<file path="src/rtl/prog_loader.sv">
// prog_loader: turns a big-endian byte stream (2-byte word count, then
// 4-byte words) into one core-memory write per word, keeping the core in
// reset until the whole image has been written.
module prog_loader #(
    parameter logic [31:0] BASE_ADR  = 32'd0,
    parameter logic [31:0] ADR_STEP  = 32'd1,
    parameter logic [15:0] MAX_WORDS = 16'd256
) (
    input  logic        clk,
    input  logic        res,
    input  logic        start,
    input  logic [7:0]  byte_in,
    input  logic        byte_valid,
    output logic        byte_ready,
    output logic [31:0] mem_in,
    output logic [31:0] mem_adr,
    output logic        instr_en,
    output logic        core_res_n,
    output logic        busy,
    output logic        done,
    output logic        err
);

    typedef enum logic [2:0] {
        IDLE,
        HDR,
        DATA,
        WRITE,
        DONE,
        ERR
    } state_t;

    state_t      state;
    state_t      next_state;

    logic        hdr_second;
    logic [1:0]  byte_cnt;
    logic [23:0] asm_word;
    logic [15:0] idx;
    logic [15:0] word_cnt;

    logic        accept;
    logic        launch;
    logic [15:0] hdr_count;

    logic        byte_ready_d;
    logic        instr_en_d;
    logic        core_res_n_d;
    logic        busy_d;
    logic        done_d;
    logic        err_d;

    // byte_ready is registered and is only ever high in HDR and DATA,
    // so the handshake alone tells us a byte is being consumed.
    assign accept    = byte_valid && byte_ready;
    assign launch    = start && (state == IDLE || state == DONE || state == ERR);
    assign hdr_count = {word_cnt[15:8], byte_in};

    // State register.
    always_ff @(posedge clk) begin
        if (!res) begin
            state <= IDLE;
        end else begin
            state <= next_state;
        end
    end

    // Next-state logic: header decode, 4-byte assembly, one-cycle write.
    always_comb begin
        next_state = state;
        case (state)
            IDLE, DONE, ERR: begin
                if (start) begin
                    next_state = HDR;
                end
            end
            HDR: begin
                if (accept && hdr_second) begin
                    if (hdr_count == 16'd0) begin
                        next_state = DONE;
                    end else if (hdr_count > MAX_WORDS) begin
                        next_state = ERR;
                    end else begin
                        next_state = DATA;
                    end
                end
            end
            DATA: begin
                if (accept && byte_cnt == 2'd3) begin
                    next_state = WRITE;
                end
            end
            WRITE: begin
                if (idx + 16'd1 == word_cnt) begin
                    next_state = DONE;
                end else begin
                    next_state = DATA;
                end
            end
            default: next_state = IDLE;
        endcase
    end

    // Output decode from the upcoming state so every output leaves a flop.
    always_comb begin
        byte_ready_d = (next_state == HDR) || (next_state == DATA);
        instr_en_d   = (next_state == WRITE);
        core_res_n_d = (next_state == DONE);
        busy_d       = (next_state == HDR) || (next_state == DATA) || (next_state == WRITE);
        done_d       = (next_state == DONE);
        err_d        = (next_state == ERR);
    end

    // Registered control outputs.
    always_ff @(posedge clk) begin
        if (!res) begin
            byte_ready <= 1'b0;
            instr_en   <= 1'b0;
            core_res_n <= 1'b0;
            busy       <= 1'b0;
            done       <= 1'b0;
            err        <= 1'b0;
        end else begin
            byte_ready <= byte_ready_d;
            instr_en   <= instr_en_d;
            core_res_n <= core_res_n_d;
            busy       <= busy_d;
            done       <= done_d;
            err        <= err_d;
        end
    end

    // Datapath: header count, word assembly, write address/data and index.
    always_ff @(posedge clk) begin
        if (!res) begin
            hdr_second <= 1'b0;
            byte_cnt   <= 2'd0;
            asm_word   <= 24'd0;
            idx        <= 16'd0;
            word_cnt   <= 16'd0;
            mem_in     <= 32'd0;
            mem_adr    <= 32'd0;
        end else begin
            if (launch) begin
                hdr_second <= 1'b0;
                byte_cnt   <= 2'd0;
                idx        <= 16'd0;
                word_cnt   <= 16'd0;
            end
            if (state == HDR && accept) begin
                if (!hdr_second) begin
                    word_cnt[15:8] <= byte_in;
                    hdr_second     <= 1'b1;
                end else begin
                    word_cnt[7:0]  <= byte_in;
                end
            end
            if (state == DATA && accept) begin
                asm_word <= {asm_word[15:0], byte_in};
                byte_cnt <= byte_cnt + 2'd1;
                if (byte_cnt == 2'd3) begin
                    mem_in  <= {asm_word, byte_in};
                    mem_adr <= BASE_ADR + (32'(idx) * ADR_STEP);
                end
            end
            if (state == WRITE) begin
                idx <= idx + 16'd1;
            end
        end
    end

endmodule

</file>
<file path="config.mk">
export PLATFORM = sky130hd
export DESIGN_NAME = prog_loader
export DESIGN_NICKNAME = d
export VERILOG_FILES = /design/src/rtl/prog_loader.sv
export SDC_FILE = /design/constraint.sdc
export NUM_CORES = 1
export LEC_CHECK = 0
export BUFFER_PORTS_ARGS = -buffer_cell sky130_fd_sc_hd__buf_2
export CORE_AREA = 2 2 95 97
export CTS_CLUSTER_SIZE = 24
export DETAILED_ROUTE_END_ITERATION = 8
export DIE_AREA = 0 0 97 99
export PLACE_DENSITY = 0.89
export SKIP_CTS_REPAIR_TIMING = 1
export SLEW_MARGIN = 0
export SYNTH_ARGS = -nofsm -noshare
export SYNTH_HDL_FRONTEND = slang
export SYNTH_SLANG_ARGS = --single-unit
</file>
<file path="constraint.sdc">
create_clock -name clk -period 4.3 [get_ports clk]
set_input_delay 0.43 -clock clk [delete_from_list [all_inputs] [get_ports clk]]
set_output_delay 0.43 -clock clk [all_outputs]
set_load 0.01 [all_outputs]
</file>
Word-level counts from Yosys, hierarchy flattened
Index checks and enable logic that the tools add are counted.

storage, ports and cells
  flip-flop bits (word level) = 115
  latch bits = 0
  memory bits (writable) = 0
  bits in read-only memories = 0
  input port bits = 12
  output and inout bits = 70
  logic and storage cells = 62
  memories = 0

operators by class
  $add $sub $neg = 2
  multiply operators = 0
  divide/modulo/power cells = 0
  order comparisons = 1
  equality and inequality tests = 12
  shifts and indexed selects = 0
  muxes and demuxes = 18
  bitwise operators = 0
  reduce and logical (&&, ||, !) cells = 16

operators with widths
  cell                     number
  $mux W16                 4
  $mux W3                  6
  $add A16 B1 Y16 const B  1
  $eq A16 B16 Y1           1
  $gt A16 B9 Y1 const B    1
  $logic_not A16 Y1        1
  $mux W8                  2
  $eq A3 B2 Y1 const B     4
  $eq A3 B3 Y1 const B     4
  $pmux W3 S4              1
  $eq A3 B1 Y1 const B     2
  $logic_and A1 B1 Y1      6
  $logic_or A1 B1 Y1       4
  $mux W2                  2
  $reduce_bool A2 Y1       2
  $logic_not A3 Y1         1
  $mux W1                  3
  $reduce_or A3 Y1         1
  $add A2 B1 Y2 const B    1
  $eq A2 B2 Y1 const B     1
  $reduce_and A2 Y1        1

Logic depth before layout (Yosys ltp)
  word-level depth = 8
  gate-level depth with buffers = 8
  depth with buffers taken out = 7

Worst setup path after synthesis
Ideal clock, no wire load.

  path kind = register -> register
  from = register idx[1]
  to = register done
  setup time = 0.069 ns
  arrival time = 2.221 ns
  required time = 4.231 ns
  setup slack = 2.010 ns
  stages on the path, launching flop included = 8
  buffers on the path = 0
  period minus slack after synthesis = 2.290 ns
  path through = dfxtp_1 -> ha_1 -> nand3_1 -> nor3_2 -> and4_1 -> o2111ai_1 -> or4_4 -> a21oi_2

between the ends
  longest elaborated chain between the ends = 5

ends and longest elaborated chain
  what                      RTL line  source
  start: declaration        39        logic [15:0] idx;
  start signal: assignment  167       idx <= idx + 16'd1;
  $add A16 B1 Y16           94        if (idx + 16'd1 == word_cnt) begin
  $eq A16 B16 Y1            94
  $mux W3                   94
  $pmux W3 S4               71        case (state)
  $eq A3 B3 Y1              110       done_d = (next_state == DONE);
  end signal: assignment    128       done <= done_d;
  end: declaration          20        output logic done,

No other way between the ends.
A chain may end at the register's enable or synchronous reset.

Worst setup path in the final report
  from = register idx[0]
  to = register err

between the ends
  longest elaborated chain between the ends = 5

ends and longest elaborated chain
  what                    RTL line  source
  $add A16 B1 Y16         94
  $eq A16 B16 Y1          94
  $mux W3                 94
  $pmux W3 S4             71
  $eq A3 B3 Y1            111       err_d = (next_state == ERR);
  end signal: assignment  129       err <= err_d;
  end: declaration        21        output logic err

No other way between the ends.

==> impl_metrics.py <==
metrics = {
    "status": {
        "outcome": "finished, final reports clean",
    },
    "floorplanning": {
        "fp.coreArea_sq_mm": 0.008551,
        "die_y_um": 99,
        "chipWidth_um": 97,
        "fp.dieArea_sq_mm": 0.009603,
        "io_pins": 82,
        "start_util": 0.5890,
        "rows": 34,
    },
    "power": {
        "leakagePower_uw": 0.002267,
        "power.density_mw_per_mm2": 451.9,
        "peakVddDrop_uv": 327.6,
    },
    "timing": {
        "timing.setup.tns_ps": 0,
        "timing_hold_violations_final": 0,
        "worst_pin_slew_ps": 1101,
        "clock.fmax_ghz": 0.3549,
        "maxSlewHeadroom": 0.2657,
        "skew_ps": 6.183,
        "period_needed_ps": 2818,
        "setup_viol": 0,
        "min_period_over_period": 0.6553,
        "drv_slew": 0,
        "rsz0062_at_grt": "no",
    },
    "place": {
        "hpwlAfterDp_um": 8128,
        "placed_cells": 783,
        "port_buffers": 65,
        "gp_congestion": 0.9037,
    },
    "grt": {
        "antenna_found_initial": 0,
        "grt_usage": 0.2754,
        "grt_pass1_vias": 4514,
        "grt_max_degree": 65,
        "grt_pass1_wl_um": 21450,
        "grt-ovfl-total": 0,
    },
    "yosys": {
        "postSynthRegisterBits": 115,
        "synth_edf_count": 0,
        "synth.yosys.seq_area_share": 0.4571,
        "synthFlopType": "dfxtp_1",
        "synthDistinctLibCells": 60,
        "synth_top_area_frac": 0.4571,
        "synthArstFlopShare": 0,
        "synth_area_sq_mm": 0.005036,
        "syn_inst": 650,
        "synth_top_cell_by_area": "dfxtp_1",
        "netlist_top_cells_area": "dfxtp_1 (46%), nand2_1 (14%), a21oi_1 (10%)",
        "ys.warnings.count": 0,
        "avgSynthCellArea_sq_um": 7.748,
    },
    "clock_network": {
        "cts_max_level": 4,
        "clock_sinks": 115,
        "cts_buffers": 17,
        "clk_pin_slew_worst_paths_ps": 60,
        "cts_buffer_depth": 2,
        "clk_latency_ps": 520,
        "cts_tree": "done",
        "root_buffer": "clkbuf_8",
    },
    "layout": {
        "antenna_cells": 0,
        "final_cell_mix": "nand2_1 (184), dfxtp_1 (115), a21oi_1 (105), buf_2 (65), nor2_1 (25)",
        "final_cell_count_no_fill": 815,
        "final_common_cell": "nand2_1",
        "fin_nets": 708,
        "drive_gt1_frac": 0.1641,
        "area_growth_syn_to_layout_pct": 17.66,
    },
    "drt": {
        "wl_met1_um": 5378,
        "antenna_left": 0,
        "wl_met2_um": 6547,
        "post_drt_via_cell_ratio": 5.834,
        "topRoutingLayerUsed": "met4",
        "dr_wl_met3_um": 952,
        "wl_per_cell_um": 16.18,
        "via_count": 4755,
        "first_iter_violations": 392,
        "totalWireLength_um": 13180,
        "drtPass1Iterations": 5,
        "route.detailed.drc": 0,
    },
    "worst_setup_path": {
        "worstSetupPathType": "flop to flop",
        "cp_data_arrival_time_ps": 3270,
        "critPathRequiredTime_ps": 4750,
        "path_max_fanout": 9,
        "crit_path_start_kind": "flop",
        "regToRegStartpoint": "idx[0]",
        "crit_start": "idx[0]",
        "endpoint_kind": "flop",
    },
    "run": {
        "maxCapViolCount": 0,
    },
    "hold_path": {
        "hold_class": "input port to flop",
        "worstHoldStart": "res",
    },
}
where the power goes:
group | switching, uW | internal (uW)
Clock | 565 | 961
Sequential | 5.48 | 1070
Combinational | 57.7 | 18.5
Total | 628 | 2050
critical path, cell delays in order, from the launching register on:
cell and delay [ps]:
dfxtp_1 540, ha_1 330, nand3_1 290, nor3_2 410
and4_1 250, o2111ai_1 180, or4_4 600, a21boi_2 150
final timing paths:
path                            depth (start not counted)     endpoint  slack (ps)
worst max-delay path                                    7          err        1480
worst min-delay path                                    2     state[0]         200
worst max register to register                          7          err        1480
worst min register to register                          2  mem_adr[10]         450
area by class of cell:
cell class,count,area (sq um)
Sequential cell,115,2302
Fill cell,657,2625
Clock inverter,15,220.2
Timing Repair Buffer,69,355.3
Multi-Input combinational cell,485,2476
Clock buffer,17,414.1
Tap cell,108,135.1
Inverter,6,22.52
flip-flops by register name (all words and copies together), names as in the netlist:
signal	count
byte_cnt	2
hdr_second	1
word_cnt	16
busy	1
state	3
done	1
mem_adr	16
instr_en	1
err	1
asm_word	24
byte_ready	1
idx	16
mem_in	32
synth_stat cells (6+ instances only):
master,n
a21oi_1,105
nor2_1,25
clkbuf_1,34
o21ai_0,12
dfxtp_1,115
or4_1,6
inv_1,6
nor2b_1,7
nand2_1,184
xor2_1,10
nor4_1,8
nor3_1,12
xnor2_1,10
nand3_1,24
buf_4,19
metrics by stage:
step                hold WS [ps]  power (uW)  area, sq um  setup slack (ps)    util
floorplan                  432.1        1158         5092              2010       -
global placement           438.8        1169         5291              1725  0.6188
detailed placement         443.5        1172         5291              1594  0.6188
CTS                        189.8        2679         5926              1526  0.6930
global route               192.1        2730         5926              1331  0.6930
finish                     202.4        2678         5926              1482  0.6930
cells by family (layout without fill, tap and decap cells):
group                    Yosys count  after routing  synth area share
adder cells (fa/ha/maj)            2              2          0.004968
AO/OA/AOI/OAI                    147            147            0.1647
AND/OR/NAND/NOR                  299            299            0.2723
other                              1             16         0.0007446
multiplexers                       1              1          0.001988
XOR/XNOR                          20             20           0.03478
flip-flops                       115            115            0.4571
buffers and inverters             65            107           0.06335
metal layers:
metal	up-vias	global-route usage
met1	2212	0.3369
li1	2264	-
met4	0	0.1278
met2	243	0.4615
met3	36	0.06596
met5	-	0
(Power assumes the default switching activity.)
